===== config.mk =====
export PLATFORM = sky130hd
export DESIGN_NAME = down_counter_timer
export DESIGN_NICKNAME = d
export VERILOG_FILES = /design/src/rtl/down_counter_timer.sv
export SDC_FILE = /design/constraint.sdc
export NUM_CORES = 1
export LEC_CHECK = 0
export CAP_MARGIN = 20
export CORE_ASPECT_RATIO = 1.5
export CORE_MARGIN = 1.5
export CORE_UTILIZATION = 24
export CTS_CLUSTER_SIZE = 12
export DETAILED_ROUTE_END_ITERATION = 7
export HOLD_SLACK_MARGIN = 0.1
export PLACE_DENSITY = 0.52
export SLEW_MARGIN = 40
export SYNTH_ARGS = -nofsm -noshare
export SYNTH_HDL_FRONTEND = slang
export SYNTH_SLANG_ARGS = --single-unit

===== constraint.sdc =====
create_clock -name clk -period 4.73 [get_ports clk]
set_input_delay 1.419 -clock clk [delete_from_list [all_inputs] [get_ports clk]]
set_output_delay 1.419 -clock clk [all_outputs]
set_load 0.1 [all_outputs]

===== src/rtl/down_counter_timer.sv =====
// Loadable down-counter/timer with one-shot and auto-reload modes, pause/resume
// and an external tick enable; emits a registered one-cycle terminal-count pulse.
module down_counter_timer #(
  parameter int CNT_W = 16
) (
  input  logic             clk,
  input  logic             rst,
  input  logic             load,
  input  logic [CNT_W-1:0] load_val,
  input  logic             start,
  input  logic             stop,
  input  logic             tick,
  input  logic             auto_reload,
  output logic [CNT_W-1:0] count,
  output logic             tc,
  output logic             busy,
  output logic             done,
  output logic             zero
);

  typedef enum logic [1:0] {
    IDLE = 2'd0,
    RUN  = 2'd1,
    HOLD = 2'd2,
    DONE = 2'd3
  } state_t;

  localparam logic [CNT_W-1:0] CNT_ONE  = {{(CNT_W-1){1'b0}}, 1'b1};
  localparam logic [CNT_W-1:0] CNT_ZERO = '0;

  state_t           state_q, state_d;
  logic [CNT_W-1:0] count_q, count_d;
  logic [CNT_W-1:0] reload_q, reload_d;
  logic             tc_q, tc_d;

  always_ff @(posedge clk) begin
    if (rst) begin
      state_q  <= IDLE;
      count_q  <= CNT_ZERO;
      reload_q <= CNT_ZERO;
      tc_q     <= 1'b0;
    end else begin
      state_q  <= state_d;
      count_q  <= count_d;
      reload_q <= reload_d;
      tc_q     <= tc_d;
    end
  end

  always_comb begin
    state_d  = state_q;
    count_d  = count_q;
    reload_d = reload_q;
    tc_d     = 1'b0;
    if (load) begin
      count_d  = load_val;
      reload_d = load_val;
      state_d  = IDLE;
    end else begin
      unique case (state_q)
        IDLE: begin
          if (start && (count_q != CNT_ZERO)) state_d = RUN;
        end
        RUN: begin
          // stop outranks tick; start is a no-op here so tick proceeds normally
          if (stop) begin
            state_d = HOLD;
          end else if (tick) begin
            if (count_q == CNT_ONE) begin
              tc_d = 1'b1;
              if (auto_reload) begin
                count_d = reload_q;
              end else begin
                count_d = CNT_ZERO;
                state_d = DONE;
              end
            end else begin
              count_d = count_q - CNT_ONE;
            end
          end
        end
        HOLD: begin
          if (start) state_d = RUN;
        end
        DONE: begin
          if (start && (reload_q != CNT_ZERO)) begin
            count_d = reload_q;
            state_d = RUN;
          end
        end
        default: state_d = IDLE;
      endcase
    end
  end

  assign count = count_q;
  assign tc    = tc_q;
  assign busy  = (state_q == RUN);
  assign done  = (state_q == DONE);
  assign zero  = (count_q == CNT_ZERO);

endmodule


==> out/qor.yml, run 1 <==
outcome: "finished, final reports clean"
fp-row-count: 40
postSynth.asyncResetShare_pct: 0
vdd_drop_max_uv: 151
maxCapViolCount: 0
drtAntennaViolNets: 0
drv_slew: 0
die_w_um: 77.1
cts.repair.resized: 0
pwr-share-comb_pct: 28.6
final-hold-violation-count: 0
first_global_vias: 2136
ys_ff_latch: 35
drtIter0Drc: 125
htreeDepth: 2
power.switching_w: 0.000340
viasPerCell: 5.24
grt_pass1_wl_mm: 10.9
final_cell_mix: "dfxtp_1 (35), nand2_1 (32), nor2_1 (26)"
tightest_slew_ns: 0.757
clock_skew_ns: 0.00392
antenna_cells: 0
fin_nets: 306
p_leak_nw: 1.01
first_pass_iters: 4
clkPwrFrac_pct: 34.3
ys.flop_type: "dfxtp_1"
holdCritPathClass: "reg -> reg"
core_region_area_um2: 8010
route.detailed.drc: 0
path_clk_slew_ns: 0.05
fillCellCount: 880
cts_tree: "done"
utilization_pct: 31.9
max_freq_mhz: 276
port_buffers: 42
start_kind: "flip-flop"
final.period_utilization_pct: 76.6
grtUsageTotal_pct: 15.7
antenna_found_initial: 0
power_density_nw_per_um2: 364
start_util_pct: 24.7
multi_input_area_um2: 1190
ys_types: 53
seqPwrFrac_pct: 37.1
rsz0062_at_grt: "no"
overflow: 0
cts_buffer_depth: 2
cts_buffers: 5
clockRootBuffer: "clkbuf_16"
hpwl_mm: 4.82
wl_per_cell_um: 17.0
grt_max_degree: 32
synth_area_per_cell_um2: 8.19
finalNonFillerCells: 387
vias: 2028
dp_cells: 379
clock-sinks: 35
drive_above_1_share_pct: 14.5
p_int_w: 0.000591
setup_viol: 0
max_slew_margin_pct: 49.4
synth-edff-count: 0
layout_min_cycle_time_ns: 3.63
yosysSeqAreaShare_pct: 35.5
syn-num-nets: 266
final_common_cell: "dfxtp_1"
insertion_delay_ns: 0.28
register_area_um2: 701
synth_area_um2: 1970
critPathMaxFanout: 8
critPathKind: "reg -> out"
die_h_um: 114
tns_ns: 0
totalWireLength_mm: 6.57
ys_warn_count: 0
area_growth_pct: 29.4
worstPathRequired_ns: 3.31
post-cts-setup-buffer-count: 0
hold_buffers: 0
gp_congestion: 0.792
die_area_um2: 8790
ff2ff_setup_slack_ns: 2.07
ios: 43
critPathCaptureType: "primary output"
cp.arrival_ns: 2.21
syn_inst: 241
switching_share_pct: 36.5
[layer usage]
layer	vias to the layer above	track usage, %	wire length [um]	part of all wire [%]
met5	-	0	0	0
met4	0	7.15	138	2.1
met3	10	2.63	265	4.0
met2	68	28.4	3450	52
met1	962	18.0	2720	41
li1	988	-	-	-
[path summary, 6_finish.rpt]
path | startpoint | to | depth (start not counted)
worst max-delay path | count[0]$_SDFFE_PP0P_ | zero | 6
worst min-delay path | reload_q[2]$_SDFFE_PP0P_ | count[2]$_SDFFE_PP0P_ | 2
worst max register to register | count[0]$_SDFFE_PP0P_ | count[10]$_SDFFE_PP0P_ | 7
worst min register to register | reload_q[2]$_SDFFE_PP0P_ | count[2]$_SDFFE_PP0P_ | 2
[worst max-delay path, cell delays in order, from the launching register on]
cell and delay (ns):
dfxtp_1 0.41, inv_1 0.09, ha_1 0.18, nor3b_2 0.44
nand2_1 0.18, nor3_2 0.27, buf_4 0.35
[registers in the layout, indices dropped and copies added, names as in the netlist]
name / flops
count: 16
tc: 1
state_q: 2
reload_q: 16
[area by class of cell]
class	count	share of cell area, %
Tap cell	105	5.14
Multi-Input combinational cell	182	46.5
Inverter	10	1.47
Clock buffer	7	5.19
Timing Repair Buffer	47	14.1
Sequential cell	35	27.4
Clock inverter	1	0.196
[cell families after synthesis]
logic type,synth area share (%)
muxes,3.55
adders and majority gates,1.27
buffers and inverters,5.20
xor gates and xnor gates,3.11
AOI/OAI and AO/OA,25.2
and+or+nand+nor,26.2
DFF,35.5
[cells in the mapped netlist, drive strengths merged (5+ instances only)]
library cell	number	area [um2]
inv	10	37.5
mux2i	7	70.1
nor2	26	97.6
clkbuf	10	37.5
or4	6	45.0
nand2	32	120
a21oi	18	90.1
dfxtp	35	701
a211oi	9	72.6
a221oi	11	103
o32ai	5	43.8
nor3	5	36.3
nor4	6	52.6
[metrics by stage]
step / hold WS, ns / instance area [um2] / setup WS, ns / total power [W]
after CTS: 0.476 / 2550 / 1.07 / 0.000940
after floorplan: 0.444 / 1980 / 0.410 / 0.000543
after detailed placement: 0.468 / 2410 / 1.30 / 0.000617
after global routing: 0.511 / 2550 / 0.976 / 0.000969
final: 0.472 / 2550 / 1.10 / 0.000931
after global placement: 0.456 / 2500 / 1.04 / 0.000626
[power by group through the flow]
stage | clock network (W) | registers (W) | logic (W)
6_report | 0.000319 | 0.000345 | 0.000266
5_1_grt | 0.000334 | 0.000349 | 0.000287
4_1_cts | 0.000328 | 0.000345 | 0.000267
3_5_place_dp | 0 | 0.000352 | 0.000265
3_3_place_gp | 0 | 0.000352 | 0.000274
2_1_floorplan | 0 | 0.000423 | 0.000121
No activity file was read; power rests on OpenSTA's default activity.
==> run 2, diff against run 1 <==
==> constraint.sdc (replaced) <==
create_clock -name clk -period 3.7 [get_ports clk]
set_input_delay 1.11 -clock clk [delete_from_list [all_inputs] [get_ports clk]]
set_output_delay 1.11 -clock clk [all_outputs]
set_load 0.1 [all_outputs]
==> out/qor.yml, run 2 (synthesis results as in run 1) <==
outcome: "finished, final reports clean"
final-hold-violation-count: 0  # unchanged
die_w_um: 77.1  # unchanged
grtUsageTotal_pct: 15.5  # -0.27 points
first_pass_iters: 5  # +1
htreeDepth: 2  # unchanged
clock-sinks: 35  # unchanged
cts_buffer_depth: 2  # unchanged
tns_ns: 0  # unchanged
post-cts-setup-buffer-count: 0  # unchanged
drv_slew: 0  # unchanged
finalNonFillerCells: 394  # +1.8%
cp_top_family: "buffers and inverters"
layout_min_cycle_time_ns: 3.08
antenna_found_initial: 0  # unchanged
vdd_drop_max_uv: 212  # +41%
max_freq_mhz: 325
cpMostUsedCell: "buf_4"
grt_max_degree: 35  # +9.4%
critPathMaxFanout: 8  # unchanged
final_area_um2: 2680  # +5.0%
totalWireLength_mm: 6.60  # +0.47%
setup_viol: 0  # unchanged
first_global_vias: 2081  # -2.6%
critPathCaptureType: "primary output"
area_growth_pct: 35.9
final_cell_mix: "dfxtp_1 (35), nand2_1 (32), buf_4 (32)"
slowest_stage: "dfxtp_1"
final.period_utilization_pct: 83.3
hpwl_mm: 4.93  # +2.4%
critPathMaxStageDelay_ns: 0.29  # -0.15 ns
path_buf_inv: 4  # +2
tightest_slew_ns: 0.577  # -0.179 ns
route.detailed.drc: 0  # unchanged
die_h_um: 114  # unchanged
path_clk_slew_ns: 0.05  # about the same
ios: 43  # unchanged
wl_per_cell_um: 16.8  # -1.3%
drtIter0Drc: 108  # -14%
critPathKind: "reg -> out"
power_density_nw_per_um2: 455  # +25%
cts_tree: "done"
fp-row-count: 40  # unchanged
final_common_cell: "dfxtp_1"
worstPathCellList: "buf_4, inv_1, ha_1, nor3b_1, buf_4, nand2_1, nor3_4, buf_12"
antenna_cells: 0  # unchanged
drive_above_1_share_pct: 17.0  # +2.4 points
core_region_area_um2: 8010  # unchanged
overflow: 0  # unchanged
grt_pass1_wl_mm: 10.6  # -2.2%
max_slew_margin_pct: 61.5  # +12 points
dp_cells: 387  # +2.1%
holdCritPathClass: "reg -> reg"
vias: 2053  # +1.2%
cts.repair.resized: 0  # unchanged
start_kind: "flip-flop"
port_buffers: 42  # unchanged
viasPerCell: 5.21  # -0.57%
dp_slack_ns: 0.639  # -0.662 ns
start_util_pct: 24.7  # unchanged
insertion_delay_ns: 0.27  # about the same
gp_congestion: 0.774  # -2.2%
fin_nets: 314  # +2.6%
hold_buffers: 0  # unchanged
drtAntennaViolNets: 0  # unchanged
fillCellCount: 885  # +0.57%
placed_area_um2: 2530  # +5.0%
cts_buffers: 5  # unchanged
cp.arrival_ns: 1.97  # -0.24 ns
clock_skew_ns: 0.00272  # -0.00120 ns
worst_slack_ns: 0.619  # -0.485 ns
worstPathRequired_ns: 2.59  # -0.72 ns
clockRootBuffer: "clkbuf_16"
maxCapViolCount: 0  # unchanged
die_area_um2: 8790  # unchanged
rsz0062_at_grt: "no"
p_leak_nw: 1.06  # +4.9%
run 2: cell count changes in the layout (fill, tap and decap cells not counted), sizes merged:
| cell | before | now |
|---|---|---|
| buf | 25 | 33 |
| clkbuf | 7 | 6 |
run 2: metal layers:
metal	vias up	global-route usage, %	wire length [um]
li1	1007	-	-
met1	999	17.5	2750
met2	43	29.1	3560
met3	4	2.55	216
met4	0	5.21	82
met5	-	0	0
run 2: layout make-up:
cell class,count,area [um2],area share (%)
clock inverters,1,5.00,0.187
inverters,10,37.5,1.40
repair buffers,55,480,17.9
flip-flops and latches,35,701,26.1
clock buffers,6,139,5.18
multi-input cells,182,1190,44.3
well taps,105,131,4.90
run 2: worst paths after layout:
kind,startpoint,to,slack [ns],cells past startpoint
max,count[0]$_SDFFE_PP0P_,zero,0.62,8
min reg2reg,reload_q[5]$_SDFFE_PP0P_,count[5]$_SDFFE_PP0P_,0.47,2
min,reload_q[5]$_SDFFE_PP0P_,count[5]$_SDFFE_PP0P_,0.47,2
max reg2reg,count[7]$_SDFFE_PP0P_,count[10]$_SDFFE_PP0P_,1.27,6
run 2: through the flow:
| step | util [%] | total power, W | hold WS, ns |
|---|---|---|---|
| final | 33.5 | 0.00122 | 0.468 |
| after global routing | 33.5 | 0.00128 | 0.492 |
| after CTS | 33.4 | 0.00123 | 0.468 |
| after detailed placement | 31.6 | 0.000813 | 0.460 |
| after global placement | 31.6 | 0.000809 | 0.457 |
| after floorplan | - | 0.000696 | 0.444 |
run 2: worst min-delay path, cell delays in order, from the launching register on:
cell and delay [ns]:
dfxtp_1 0.32, nand2_1 0.05, a211oi_1 0.05
run 2: power breakdown:
part	total, W	leakage, nW	internal (W)	switching (W)
clock	0.000414	0.0727	0.000263	0.000152
sequential	0.000436	0.289	0.000403	0.0000336
combinational	0.000369	0.700	0.000123	0.000246
total	0.00122	1.06	0.000789	0.000431
